**src/rtl/state8_pkg.sv**
```systemverilog
// Shared constants, sequencer state encoding and one-hot helper for the
// 8-state SR-latch pulse encoder.
package state8_pkg;

    localparam int STATE_W = 3;
    localparam int NSTATE  = 8;

    typedef enum logic [1:0] {
        IDLE   = 2'd0,
        PULSE  = 2'd1,
        SETTLE = 2'd2,
        CHECK  = 2'd3
    } seq_state_e;

    function automatic logic [NSTATE-1:0] onehot8(input logic [STATE_W-1:0] code);
        return NSTATE'(1) << code;
    endfunction

endpackage

```
**src/rtl/state8_pulse_encoder_sync2.sv**
```systemverilog
// Two-flop synchronizer used to bring the asynchronous latch feedback
// into the clk domain.
module sync2 #(
    parameter int W = 1
) (
    input  logic         clk,
    input  logic         porb,
    input  logic [W-1:0] d,
    output logic [W-1:0] q
);

    logic [W-1:0] meta_q;
    logic [W-1:0] sync_q;

    always_ff @(posedge clk or negedge porb) begin
        if (!porb) begin
            meta_q <= '0;
            sync_q <= '0;
        end else begin
            meta_q <= d;
            sync_q <= meta_q;
        end
    end

    assign q = sync_q;

endmodule

```
**src/rtl/state8_pulse_encoder.sv**
```systemverilog
// Sequencer that drives set/reset pulses into the 8-state SR-latch register,
// waits for the feedback to settle, confirms the target and retries on a miss.
module state8_pulse_encoder
    import state8_pkg::*;
#(
    parameter int PULSE_W   = 2,
    parameter int SETTLE    = 3,
    parameter int MAX_RETRY = 2
) (
    input  logic               clk,
    input  logic               porb,
    input  logic               goto_valid,
    input  logic [STATE_W-1:0] goto_state,
    output logic               goto_ready,
    input  logic [NSTATE-1:0]  state_fb,
    output logic [STATE_W-1:0] s,
    output logic [STATE_W-1:0] r,
    output logic               busy,
    output logic               done,
    output logic               err
);

    localparam int CMAX = (PULSE_W > SETTLE) ? PULSE_W : SETTLE;
    localparam int CW   = $clog2(CMAX + 1);
    localparam int RW   = (MAX_RETRY > 0) ? $clog2(MAX_RETRY + 1) : 1;

    seq_state_e         state_q, state_d;
    logic [CW-1:0]      cnt_q, cnt_d;
    logic [RW-1:0]      retry_q, retry_d;
    logic [STATE_W-1:0] tgt_q, tgt_d;
    logic [STATE_W-1:0] cur_q, cur_d;
    logic               known_q, known_d;
    logic [STATE_W-1:0] smask_q, smask_d;
    logic [STATE_W-1:0] rmask_q, rmask_d;
    logic               match_q, match_d;
    logic [STATE_W-1:0] s_q, s_d;
    logic [STATE_W-1:0] r_q, r_d;
    logic               done_q, done_d;
    logic               err_q, err_d;
    logic               busy_q, busy_d;
    logic               ready_q, ready_d;
    logic [NSTATE-1:0]  fb_sync;

    sync2 #(.W(NSTATE)) u_fb_sync (
        .clk  (clk),
        .porb (porb),
        .d    (state_fb),
        .q    (fb_sync)
    );

    always_comb begin
        state_d = state_q;
        cnt_d   = cnt_q;
        retry_d = retry_q;
        tgt_d   = tgt_q;
        cur_d   = cur_q;
        known_d = known_q;
        smask_d = smask_q;
        rmask_d = rmask_q;
        match_d = match_q;
        err_d   = err_q;
        done_d  = 1'b0;

        case (state_q)
            state8_pkg::IDLE: begin
                if (goto_valid) begin
                    tgt_d   = goto_state;
                    err_d   = 1'b0;
                    retry_d = '0;
                    // Only touch bits that differ when the shadow is trusted.
                    if (known_q) begin
                        smask_d = goto_state & ~cur_q;
                        rmask_d = ~goto_state & cur_q;
                    end else begin
                        smask_d = goto_state;
                        rmask_d = ~goto_state;
                    end
                    if ((smask_d | rmask_d) != '0) begin
                        state_d = state8_pkg::PULSE;
                        cnt_d   = CW'(PULSE_W - 1);
                    end else begin
                        state_d = state8_pkg::SETTLE;
                        cnt_d   = CW'(SETTLE - 1);
                    end
                end
            end
            state8_pkg::PULSE: begin
                if (cnt_q == '0) begin
                    state_d = state8_pkg::SETTLE;
                    cnt_d   = CW'(SETTLE - 1);
                end else begin
                    cnt_d = cnt_q - 1'b1;
                end
            end
            state8_pkg::SETTLE: begin
                if (cnt_q == '0) begin
                    // Decide here so that done is a registered pulse during CHECK.
                    state_d = state8_pkg::CHECK;
                    match_d = (fb_sync == onehot8(tgt_q));
                    done_d  = match_d;
                end else begin
                    cnt_d = cnt_q - 1'b1;
                end
            end
            state8_pkg::CHECK: begin
                if (match_q) begin
                    cur_d   = tgt_q;
                    known_d = 1'b1;
                    state_d = state8_pkg::IDLE;
                end else if (retry_q < RW'(MAX_RETRY)) begin
                    retry_d = retry_q + 1'b1;
                    smask_d = tgt_q;
                    rmask_d = ~tgt_q;
                    state_d = state8_pkg::PULSE;
                    cnt_d   = CW'(PULSE_W - 1);
                end else begin
                    err_d   = 1'b1;
                    known_d = 1'b0;
                    state_d = state8_pkg::IDLE;
                end
            end
            default: state_d = state8_pkg::IDLE;
        endcase

        s_d     = (state_d == state8_pkg::PULSE) ? smask_d : '0;
        r_d     = (state_d == state8_pkg::PULSE) ? rmask_d : '0;
        busy_d  = (state_d != state8_pkg::IDLE);
        ready_d = (state_d == state8_pkg::IDLE);
    end

    always_ff @(posedge clk or negedge porb) begin
        if (!porb) begin
            state_q <= state8_pkg::IDLE;
            cnt_q   <= '0;
            retry_q <= '0;
            tgt_q   <= '0;
            cur_q   <= '0;
            known_q <= 1'b1;
            smask_q <= '0;
            rmask_q <= '0;
            match_q <= 1'b0;
            s_q     <= '0;
            r_q     <= '0;
            done_q  <= 1'b0;
            err_q   <= 1'b0;
            busy_q  <= 1'b0;
            ready_q <= 1'b1;
        end else begin
            state_q <= state_d;
            cnt_q   <= cnt_d;
            retry_q <= retry_d;
            tgt_q   <= tgt_d;
            cur_q   <= cur_d;
            known_q <= known_d;
            smask_q <= smask_d;
            rmask_q <= rmask_d;
            match_q <= match_d;
            s_q     <= s_d;
            r_q     <= r_d;
            done_q  <= done_d;
            err_q   <= err_d;
            busy_q  <= busy_d;
            ready_q <= ready_d;
        end
    end

    assign s          = s_q;
    assign r          = r_q;
    assign done       = done_q;
    assign err        = err_q;
    assign busy       = busy_q;
    assign goto_ready = ready_q;

    // A latch bit must never see set and reset asserted together.
    a_no_sr_overlap: assert property (@(posedge clk) disable iff (!porb) (s_q & r_q) == '0);

endmodule

```
**config.mk**
```make
export PLATFORM = sky130hd
export DESIGN_NAME = state8_pulse_encoder
export DESIGN_NICKNAME = d
export VERILOG_FILES = /design/src/rtl/state8_pkg.sv /design/src/rtl/state8_pulse_encoder_sync2.sv /design/src/rtl/state8_pulse_encoder.sv
export SDC_FILE = /design/constraint.sdc
export NUM_CORES = 1
export LEC_CHECK = 0
export BUFFER_PORTS_ARGS = -buffer_cell sky130_fd_sc_hd__buf_2
export CAP_MARGIN = 20
export CORE_UTILIZATION = 61
export CTS_CLUSTER_DIAMETER = 30
export DETAILED_ROUTE_END_ITERATION = 10
export PLACE_DENSITY = 0.83
export SLEW_MARGIN = 10
export SYNTH_ARGS = -nofsm -noshare
export SYNTH_HDL_FRONTEND = slang
export SYNTH_SLANG_ARGS = --single-unit
export TNS_END_PERCENT = 1
```
**constraint.sdc**
```tcl
create_clock -name clk -period 3.4 [get_ports clk]
set_clock_uncertainty 0.1 [all_clocks]
set_input_delay 0.68 -clock clk [delete_from_list [all_inputs] [get_ports clk]]
set_output_delay 0.68 -clock clk [all_outputs]
set_load 0.005 [all_outputs]
```
==> impl_metrics.tcl <==
set metrics [dict create \
    worstPathMaxFanout 11 \
    drv_slew 0 \
    synth-main-ff-cell "dfrtp_1" \
    p_switching_uw 731.7 \
    ys_seq_elements 46 \
    finalCritPeriodShare_pct 63.06 \
    cts_root_buf "clkbuf_4" \
    post_cts_buffers 0 \
    outcome "finished clean" \
    synth_warnings 0 \
    cts_inserted_buffers 5 \
    wire_per_inst_um 15.26 \
    final_cell_mix "44 x dfrtp_1, 23 x buf_2, 22 x nand2_1, 10 x inv_1" \
    final-setup-viol-count 0 \
    final_cell_area_sq_um 2262 \
    synth_edf_count 0 \
    power.leakage_nw 1.056 \
    clkLatencyLatePin_ns 0.37 \
    tns_ns 0 \
    start_util_pct 66.51 \
    antenna_found_initial 0 \
    overflow 0 \
    synth_cell_types 48 \
    num_rows 20 \
    grt_pass1_wl_um 5975 \
    critical_path_class "reg -> reg" \
    clkTransAtPathRegs_ns 0.12 \
    clockBufferDepth 2 \
    drc 0 \
    drt_first_pass_iters 4 \
    combPwrFrac_pct 41.0 \
    synthesis.nets 198 \
    min_path_type "reg -> reg" \
    grt_pass1_vias 1325 \
    portBuffers 23 \
    internal-power_mw 1.066 \
    dieArea_sq_um 3676 \
    ios 24 \
    cts_tree "yes" \
    post-route-min-period_ns 2.144 \
    setup_slack_ns 1.256 \
    grt_max_degree 47 \
    wl_um 3754 \
    die_w_um 60.63 \
    syn_inst 178 \
    antenna_left 0 \
    dp_hpwl_um 2689 \
    endpoint_kind "flip-flop" \
    worstMarginPinSlew_ns 0.9716 \
    die-height_um 60.63 \
    routabilityCongestion 0.7771 \
    drtIter0Drc 78 \
    cts.repair.resized 0 \
    final_common_cell "dfrtp_1" \
    async_reset_ff_share_pct 100.0 \
    core_area_sq_um 3153 \
    cts_sinks 46 \
    drive_gt1_share_pct 25.25 \
    holdWs_ns 0.2653 \
    syn_area_sq_um 2097 \
    area_growth_pct 7.876 \
    power_density_nw_per_um2 794.5 \
    crit_arrival_ns 2.35 \
    hold_viol 0 \
    grt_use_total_pct 23.19 \
    ys_seq_area_share_pct 55.01 \
    swShare_pct 40.71 \
    maxCapViolCount 0 \
    critPathRequiredTime_ns 3.60 \
    rsz0062_at_grt "false" \
    crit_path_start_kind "flip-flop" \
    vias_per_cell 5.740 \
    clockPowerShare_pct 14.1 \
    fin_nets 221 \
    n_antenna_cell 0 \
    vdd_drop_max_mv 0.4009 \
    fin_util_pct 71.75 \
    htreeDepth 2 \
    seqPwrFrac_pct 44.9 \
    detailed_place.area_sq_um 2206 \
    pre_cts_ws_ns 1.296 \
    postSynthAreaPerCell_sq_um 11.78 \
    fmax_mhz 466.4 \
    nFillCells 243 \
    vias 1412 \
    hold_buffers 0 \
    maxSlewHeadroom_pct 35.22 \
]
cells by family (layout without fill, tap and decap cells):
| logic type | after synthesis | count (layout) | synth area share [%] |
|---|---|---|---|
| and+or+nand+nor | 58 | 58 | 15.57 |
| muxes | 5 | 5 | 2.685 |
| AOI/OAI and AO/OA | 42 | 42 | 16.77 |
| xor gates and xnor gates | 4 | 4 | 1.671 |
| DFF | 46 | 46 | 55.01 |
| buffers and inverters | 17 | 41 | 4.713 |
| adders and majority gates | 6 | 6 | 3.580 |
power by group through the flow:
stage	clock network [mW]	logic (mW)	registers, mW
after floorplan	0	0.642	0.761
after global placement	0	0.702	0.805
after detailed placement	0	0.734	0.815
after CTS	0.258	0.736	0.804
after global routing	0.282	0.814	0.820
final	0.254	0.737	0.807
worst paths after layout:
kind,start,to,slack (ns),depth (start not counted)
setup / recovery,state_q[0],goto_ready,1.26,6
hold / removal,u_fb_sync.meta_q[0],u_fb_sync.q[0],0.27,0
setup reg to reg,state_q[0],goto_ready,1.26,6
hold reg to reg,u_fb_sync.meta_q[0],u_fb_sync.q[0],0.27,0
max in group asynchronous,porb,busy,2.24,1
min in group asynchronous,porb,u_fb_sync.q[1],0.35,1
critical path, cell delays in order (launching register included):
cell,delay (ns)
dfrtp_1,0.48
inv_1,0.10
ha_1,0.34
nand2b_2,0.17
o31ai_1,0.15
a211oi_4,0.54
and2_1,0.21
routing by layer:
metal / part of all wire, % / track usage (%)
met5: 0 / 0
met2: 46 / 35.16
met4: 1.7 / 10.71
met3: 4.7 / 6.610
met1: 47 / 31.20
final cells by class:
cell class | count | area (sq um) | area share (%)
Sequential cell | 46 | 1154 | 51.00
Multi-Input combinational cell | 115 | 844.6 | 37.33
Timing Repair Buffer | 23 | 115.1 | 5.088
Tap cell | 44 | 55.05 | 2.434
Clock buffer | 5 | 37.54 | 1.659
Inverter | 10 | 37.54 | 1.659
Clock inverter | 3 | 18.77 | 0.8296
synthesized netlist by cell type (all sizes together), types with 5 or more instances:
| cell type | count | share of area [%] |
|---|---|---|
| dfrtp | 44 | 53 |
| nor3 | 6 | 2.1 |
| inv | 10 | 1.8 |
| ha | 6 | 3.6 |
| a211oi | 8 | 4.2 |
| mux2 | 5 | 2.7 |
| nand2 | 22 | 3.9 |
| buf | 6 | 2.7 |
| o21ai | 6 | 1.4 |
| nand2b | 6 | 1.9 |
registers in the layout, summed over array words and instances, names as in the netlist, 3 cells and up:
name,cells
cur_q,3
r,3
rmask_q,3
s,3
smask_q,3
tgt_q,3
u_fb_sync.meta_q,8
u_fb_sync.q,8
through the flow:
stage                     cells  total power, mW
after global placement      238            1.508
after detailed placement    238            1.549
after global routing        246            1.916
after CTS                   246            1.799
final                       246            1.797
after floorplan             178            1.404
(Power assumes the default switching activity.)
